===== src/rtl/hazard_ctrl.sv =====
`default_nettype none
// ============================================================================
// Module      : hazard_ctrl
// Description : Pipeline sequencing controller for the 5-stage CPU. Produces
//               PC write enable, IF/ID stall/flush, ID/EX bubble insertion
//               and a global hold for ID/EX, EX/MEM and MEM/WB. Handles
//               load-use hazards, taken branches resolved in ID and
//               multi-cycle data-memory accesses with a timeout.
//               Optional feature macro: HAZARD_PERF_EN (stall/flush
//               performance counters; ports are tied to 0 when undefined).
// Revision    : 1.0 - initial release
// ============================================================================
module hazard_ctrl #(
    parameter int REG_ADDR_W  = 5,
    parameter int MEM_TIMEOUT = 16,   // legal range 2..255
    parameter int CNT_W       = 32
) (
    input  logic                  clk_i,
    input  logic                  rst_i,            // asynchronous, active low
    input  logic                  start_i,
    input  logic [REG_ADDR_W-1:0] id_rs1_i,
    input  logic [REG_ADDR_W-1:0] id_rs2_i,
    input  logic                  id_uses_rs2_i,
    input  logic [REG_ADDR_W-1:0] ex_rd_i,
    input  logic                  ex_memread_i,
    input  logic                  id_branch_taken_i,
    input  logic                  mem_req_i,
    input  logic                  mem_ack_i,
    output logic                  pc_write_o,
    output logic                  if_id_stall_o,
    output logic                  if_id_flush_o,
    output logic                  id_ex_bubble_o,
    output logic                  pipe_hold_o,
    output logic                  err_o,
    output logic [1:0]            state_o,
    output logic [CNT_W-1:0]      stall_cnt_o,
    output logic [CNT_W-1:0]      flush_cnt_o
);

    typedef enum logic [1:0] {
        S_IDLE     = 2'd0,
        S_RUN      = 2'd1,
        S_MEM_WAIT = 2'd2,
        S_ERROR    = 2'd3
    } state_t;

    // Last wait count value before the access is declared lost.
    localparam logic [7:0] c_WAIT_LAST = 8'(MEM_TIMEOUT - 1);

    state_t     r_state;
    state_t     w_state_nxt;
    logic [7:0] r_wait_cnt;
    logic [7:0] w_wait_cnt_nxt;

    logic w_load_use;
    logic w_mem_pending;
    logic w_rs1_match;
    logic w_rs2_match;

    // Load in EX writes a register the ID instruction reads; x0 never hazards.
    assign w_rs1_match   = (ex_rd_i == id_rs1_i);
    assign w_rs2_match   = id_uses_rs2_i & (ex_rd_i == id_rs2_i);
    assign w_load_use    = ex_memread_i & (ex_rd_i != '0) & (w_rs1_match | w_rs2_match);

    // A request that is not acknowledged in its issue cycle needs a wait.
    assign w_mem_pending = mem_req_i & ~mem_ack_i;

    assign state_o = r_state;

    // State and wait counter registers.
    always_ff @(posedge clk_i or negedge rst_i) begin
        if (!rst_i) begin
            r_state    <= S_IDLE;
            r_wait_cnt <= 8'd0;
        end else begin
            r_state    <= w_state_nxt;
            r_wait_cnt <= w_wait_cnt_nxt;
        end
    end

    // Mealy decode of outputs and next state; the frozen pipeline is the default.
    always_comb begin
        pc_write_o     = 1'b0;
        if_id_stall_o  = 1'b1;
        if_id_flush_o  = 1'b0;
        id_ex_bubble_o = 1'b0;
        pipe_hold_o    = 1'b1;
        err_o          = 1'b0;
        w_state_nxt    = r_state;
        w_wait_cnt_nxt = r_wait_cnt;

        case (r_state)
            S_IDLE: begin
                if (start_i) begin
                    w_state_nxt = S_RUN;
                end
            end

            S_RUN: begin
                if (w_mem_pending) begin
                    // Whole pipeline freezes until the data memory answers.
                    w_state_nxt    = S_MEM_WAIT;
                    w_wait_cnt_nxt = 8'd0;
                end else begin
                    pipe_hold_o = 1'b0;
                    if (w_load_use) begin
                        // Hold IF/ID and PC one cycle; the load moves on to
                        // MEM so the hazard is gone next cycle. A taken
                        // branch here is dropped and re-resolves next cycle.
                        id_ex_bubble_o = 1'b1;
                    end else if (id_branch_taken_i) begin
                        pc_write_o    = 1'b1;
                        if_id_stall_o = 1'b0;
                        if_id_flush_o = 1'b1;
                    end else begin
                        pc_write_o    = 1'b1;
                        if_id_stall_o = 1'b0;
                    end
                    if (!start_i) begin
                        w_state_nxt = S_IDLE;
                    end
                end
            end

            S_MEM_WAIT: begin
                if (mem_ack_i) begin
                    // Release every hold in the ack cycle itself. start_i
                    // is only looked at here, never earlier in the wait.
                    pc_write_o     = 1'b1;
                    if_id_stall_o  = 1'b0;
                    pipe_hold_o    = 1'b0;
                    w_wait_cnt_nxt = 8'd0;
                    w_state_nxt    = start_i ? S_RUN : S_IDLE;
                end else if (r_wait_cnt == c_WAIT_LAST) begin
                    w_state_nxt = S_ERROR;
                end else begin
                    w_wait_cnt_nxt = r_wait_cnt + 8'd1;
                end
            end

            S_ERROR: begin
                // Sticky until reset.
                err_o = 1'b1;
            end

            default: begin
                w_state_nxt = S_IDLE;
            end
        endcase
    end

`ifdef HAZARD_PERF_EN
    localparam logic [CNT_W-1:0] c_CNT_ONE = {{(CNT_W-1){1'b0}}, 1'b1};

    logic [CNT_W-1:0] r_stall_cnt;
    logic [CNT_W-1:0] r_flush_cnt;
    logic             w_stall_evt;

    // Stalls count only while the CPU is actually running or waiting.
    assign w_stall_evt = ((r_state == S_RUN) | (r_state == S_MEM_WAIT)) & if_id_stall_o;

    // Saturating stall and flush event counters.
    always_ff @(posedge clk_i or negedge rst_i) begin
        if (!rst_i) begin
            r_stall_cnt <= '0;
            r_flush_cnt <= '0;
        end else begin
            if (w_stall_evt && (r_stall_cnt != '1)) begin
                r_stall_cnt <= r_stall_cnt + c_CNT_ONE;
            end
            if (if_id_flush_o && (r_flush_cnt != '1)) begin
                r_flush_cnt <= r_flush_cnt + c_CNT_ONE;
            end
        end
    end

    assign stall_cnt_o = r_stall_cnt;
    assign flush_cnt_o = r_flush_cnt;
`else
    assign stall_cnt_o = '0;
    assign flush_cnt_o = '0;
`endif

endmodule
`default_nettype wire


===== config.mk =====
export PLATFORM = sky130hd
export DESIGN_NAME = hazard_ctrl
export DESIGN_NICKNAME = d
export VERILOG_FILES = /design/src/rtl/hazard_ctrl.sv
export SDC_FILE = /design/constraint.sdc
export NUM_CORES = 1
export LEC_CHECK = 0
export ABC_AREA = 1
export CAP_MARGIN = 20
export CORE_MARGIN = 2
export CORE_UTILIZATION = 25
export CTS_CLUSTER_SIZE = 30
export DETAILED_ROUTE_END_ITERATION = 12
export SLEW_MARGIN = 20
export SYNTH_ARGS = -nofsm -noshare
export SYNTH_HDL_FRONTEND = slang
export SYNTH_SLANG_ARGS = --single-unit

===== constraint.sdc =====
create_clock -name clk_i -period 4 [get_ports clk_i]
set_input_delay 0.6 -clock clk_i [delete_from_list [all_inputs] [get_ports clk_i]]
set_output_delay 0.6 -clock clk_i [all_outputs]
set_load 0.005 [all_outputs]

# Word-level counts from Yosys, hierarchy flattened
# Cells that the tools add are included.
[classes]
mux = 28
n_eq_ne = 11
bitwise = 6
n_addsub = 1
n_reduce_logical = 6
[op_table]
columns = ["op", "n"]
rows = [
  ["$mux 8", 3],
  ["$pmux 8 s2", 1],
  ["$mux 1", 15],
  ["$eq 5x5->1", 2],
  ["$mux 2", 5],
  ["$ne 3x3->1 const B", 3],
  ["$add 8x1->8 const B", 1],
  ["$eq 8x4->1 const B", 1],
  ["$pmux 1 s2", 3],
  ["$pmux 2 s3", 1],
  ["$reduce_bool 5->1", 1],
  ["$and 1x1->1", 4],
  ["$eq 2x2->1 const B", 2],
  ["$ne 2x2->1 const B", 2],
  ["$reduce_and 4->1", 1],
  ["$reduce_and 3->1", 1],
  ["$reduce_bool 3->1", 1],
  ["$eq 2x1->1 const B", 1],
  ["$logic_not 2->1", 1],
  ["$reduce_bool 2->1", 1],
  ["$not 1->1", 1],
  ["$or 1x1->1", 1],
]
[totals]
inputBits = 23
elab_cells = 54
ff_bits = 10

# Logic depth before layout (Yosys ltp)
[depth]
ltp_word = 7
depth_mapped = 11

# Worst setup path after synthesis
# OpenSTA, ideal clock, no wires.
[synth_path]
path_kind = "reg-to-output"
from = "reg r_state[0] (netlist: state_o[0])"
to = "out if_id_stall_o"
path_stages_with_launch = 9
n_path_buf = 0
slack_ns = 2.117
t_arrival_ns = 1.283
path_cell_list = "dfrtp_1 -> inv_1 -> ha_1 -> inv_2 -> nor2_4 -> inv_2 -> nand2_1 -> nor2_1 -> o21ai_0"
[synth_via]
elab_chain_len = 2
[synth_lines]
columns = ["item", "line_no", "rtl"]
rows = [
  ["start: declaration", "50", "state_t r_state;"],
  ["start signal: assignment", "76", "r_state <= w_state_nxt;"],
  ["$eq 2x2->1 / $eq 2x1->1 (equally long branches)", "92", "case (r_state)"],
  ["$pmux 1 s2 (*)", "92", ""],
  ["end: declaration", "30", "output logic if_id_stall_o,"],
]
# Every way passes the cells marked *; elsewhere a longest branch is shown, timed or not.

# Worst setup path in the final report
[layout_path]
from = "in ex_rd_i[3]"
to = "out if_id_stall_o"
[layout_via]
elab_chain_len = 7
[layout_lines]
columns = ["item", "line_no", "rtl"]
rows = [
  ["start: declaration", "24", "input logic [REG_ADDR_W-1:0] ex_rd_i,"],
  ["$eq 5x5->1", "62", "assign w_rs2_match = id_uses_rs2_i & (ex_rd_i == id_rs2_i);"],
  ["$and 1x1->1", "62", ""],
  ["$or 1x1->1", "63", "assign w_load_use = ex_memread_i & (ex_rd_i != '0) & (w_rs1_match | w_rs2_match);"],
  ["$and 1x1->1 (*)", "63", ""],
  ["$mux 1 (*)", "106", "if (w_load_use) begin"],
  ["$mux 1 (*)", "100", "if (w_mem_pending) begin"],
  ["$pmux 1 s2 (*)", "92", ""],
]
# Marked as above.

==> flow_summary.toml <==
[synth]
synth_compound_area_share_pct = 8.45
synth_xor_area_share_pct = 1.21
ys_ff_latch = 10
synthAdderAreaFrac_pct = 5.17
avgSynthCellArea_um2 = 6.60
synth.distinct_cells = 25
syn-instance-count = 220
synth-simple-area-share_pct = 26.3
synthesis.area_mm2 = 0.00145
synth_top_area_share_pct = 33.1
yosysTopAreaCell = "buf_4"
yosysWarnings = 0
synth_seq_area_share_pct = 17.2
synth_top_family_by_area = "buffers and inverters"
synthTopCellsByArea = "buf_4, dfrtp_1, nand2_1"
muxShareOfSynthArea_pct = 0

[timing]
tns_ns = 0
min_period_ns = 2.91
drv_slew = 0
finalSetupViolCount = 0
rsz0062_at_grt = "false"
fin_ws_ns = 1.09
hold_violations = 0
fmax_ghz = 0.343
tightestPinTransition_ns = 0.498
slew_headroom_pct = 66.7
fin_skew_ns = 0.00471
min_period_over_period_pct = 72.8

[placed_design]
gp_congestion = 0.807
port-buffer-count = 30
dp_slack_ns = 1.06
hpwl_um = 2270

[die]
core-area_mm2 = 0.00554
dieArea_mm2 = 0.00643
rows = 27
start_util_pct = 26.2
fp.dieH_um = 80.2
die-width_um = 80.2
ioPinCount = 95

[final_layout]
area_delta_synth_final_pct = 13.9
num_antenna_cells = 0
post-route-util_pct = 29.8
nNetsFinal = 283
drive_gt1_share_pct = 7.91

[clock_tree]
cts_resized = 0
numCtsBuffers = 3
cts_tree = "yes"
htreeDepth = 1
cts_sinks = 10
clkTransAtPathRegs_ns = 0.05
worstSkewPairLatency_ns = 0.24
clockBufferDepth = 2
cts_hold_buf = 0
post_cts_buffers = 0
root_buffer = "clkbuf_8"

[grt]
grt.total_usage_pct = 7.94
grt_pass1_vias = 908
antenna_found_initial = 0
grt_max_degree = 11
grt_pass1_wl_um = 4060
grt-ovfl-total = 0

[worst_setup_path]
cp-start-kind = "primary input"
crit_arrival_ns = 2.31
rrSetupSlack_ns = 2.28
cp.required_ns = 3.40
cp-end-kind = "primary output"
path_class = "in2out"
crit_fanout = 3

[drt]
drc_errors = 0
wl_met3_um = 175
dr.pass1.iters = 4
drtAntennaViolNets = 0
drtIter0Drc = 32
avgViaCountPerCell = 3.48
wirelength_um = 2640
vias = 1132
post_drt_wl_per_cell_um = 8.12
top_layer = "met4"
drt-met1-wl_um = 1070
dr_wl_met2_um = 1370

[run]
drv_cap = 0

[pwr]
p_per_area_mw_per_mm2 = 332
peakVddDrop_mv = 0.166
power.total_mw = 0.549
power_leakage_nw = 0.876

[status]
status = "finished, final reports clean"

[hold_path]
hold_path.class = "reg2reg"
-- layout by cell type, fill, tap and decap left out, drive strengths merged, types with 5 or more instances in the layout --
cell,n
inv,32
nand4,5
ha,6
dfrtp,10
nor2,16
clkdlybuf4s50,30
nand3,6
o21ai,14
conb,64
nand2,56
-- cell type report --
type,count,area [µm²]
Sequential cell,10,250
Timing Repair Buffer,30,300
Tap cell,72,90.1
Clock buffer,4,55.1
Multi-Input combinational cell,177,837
Inverter,32,120
Fill cell,628,3890
-- report_power, final --
| part | switching, mW | internal [mW] |
|---|---|---|
| sequential | 0.0201 | 0.113 |
| clock | 0.0430 | 0.0868 |
| combinational | 0.153 | 0.133 |
-- cells by family after synthesis --
group	Yosys count
compound gates	19
xor+xnor	2
fa+ha+maj	6
buf+inv	96
flops	10
other cells	1
simple gates	86
-- routing by layer --
metal,global-route usage (%),vias up
met5,0,-
met3,1.80,5
li1,-,609
met2,14.8,45
met4,2.03,0
met1,9.07,473
-- stage by stage --
step / hold WS [ns] / cell area, µm² / cells
final: 0.519 / 1650 / 325
after global routing: 0.563 / 1650 / 325
after CTS: 0.520 / 1650 / 325
after detailed placement: 0.507 / 1600 / 321
after global placement: 0.498 / 1600 / 321
after floorplan: 0.304 / 1690 / 283
-- path summary, 6_finish.rpt --
kind,from,endpoint,cells past startpoint
setup / recovery,ex_rd_i[3],if_id_stall_o,10
min in group asynchronous,rst_i,r_wait_cnt[1],1
max in group asynchronous,rst_i,r_wait_cnt[0],1
setup reg to reg,state_o[0],r_wait_cnt[3],8
hold reg to reg,r_wait_cnt[1],r_wait_cnt[1],2
hold / removal,r_wait_cnt[1],r_wait_cnt[1],2
-- cells in the mapped netlist --
cell and instances:
a21oi_1 3, a21oi_2 1, buf_4 64, conb_1 1, dfrtp_1 10, ha_1 6, inv_1 28, inv_2 4
nand2_1 52, nand2_2 3, nand2_4 1, nand3_1 6, nand4_1 4, nand4_2 1, nor2_1 13, nor2_2 2
nor2_4 1, nor3_1 2, o21ai_0 8, o21ai_1 4, o21ai_4 2, o22ai_1 1, or2_2 1, xnor2_1 1
xor2_1 1
-- sequential cells by signal (all words and copies together) (netlist names) --
name / flops
r_wait_cnt: 8
state_o: 2
-- worst max-delay path: stages --
cell and delay [ns]:
clkdlybuf4s50_1 0.51, inv_1 0.08, nand2_1 0.06, nand2_1 0.04, nor2_1 0.10, nand3_1 0.08, nand2_1 0.07, nand2_1 0.08
o21ai_0 0.16, clkdlybuf4s50_1 0.53
Power figures use the tool's default switching activity.
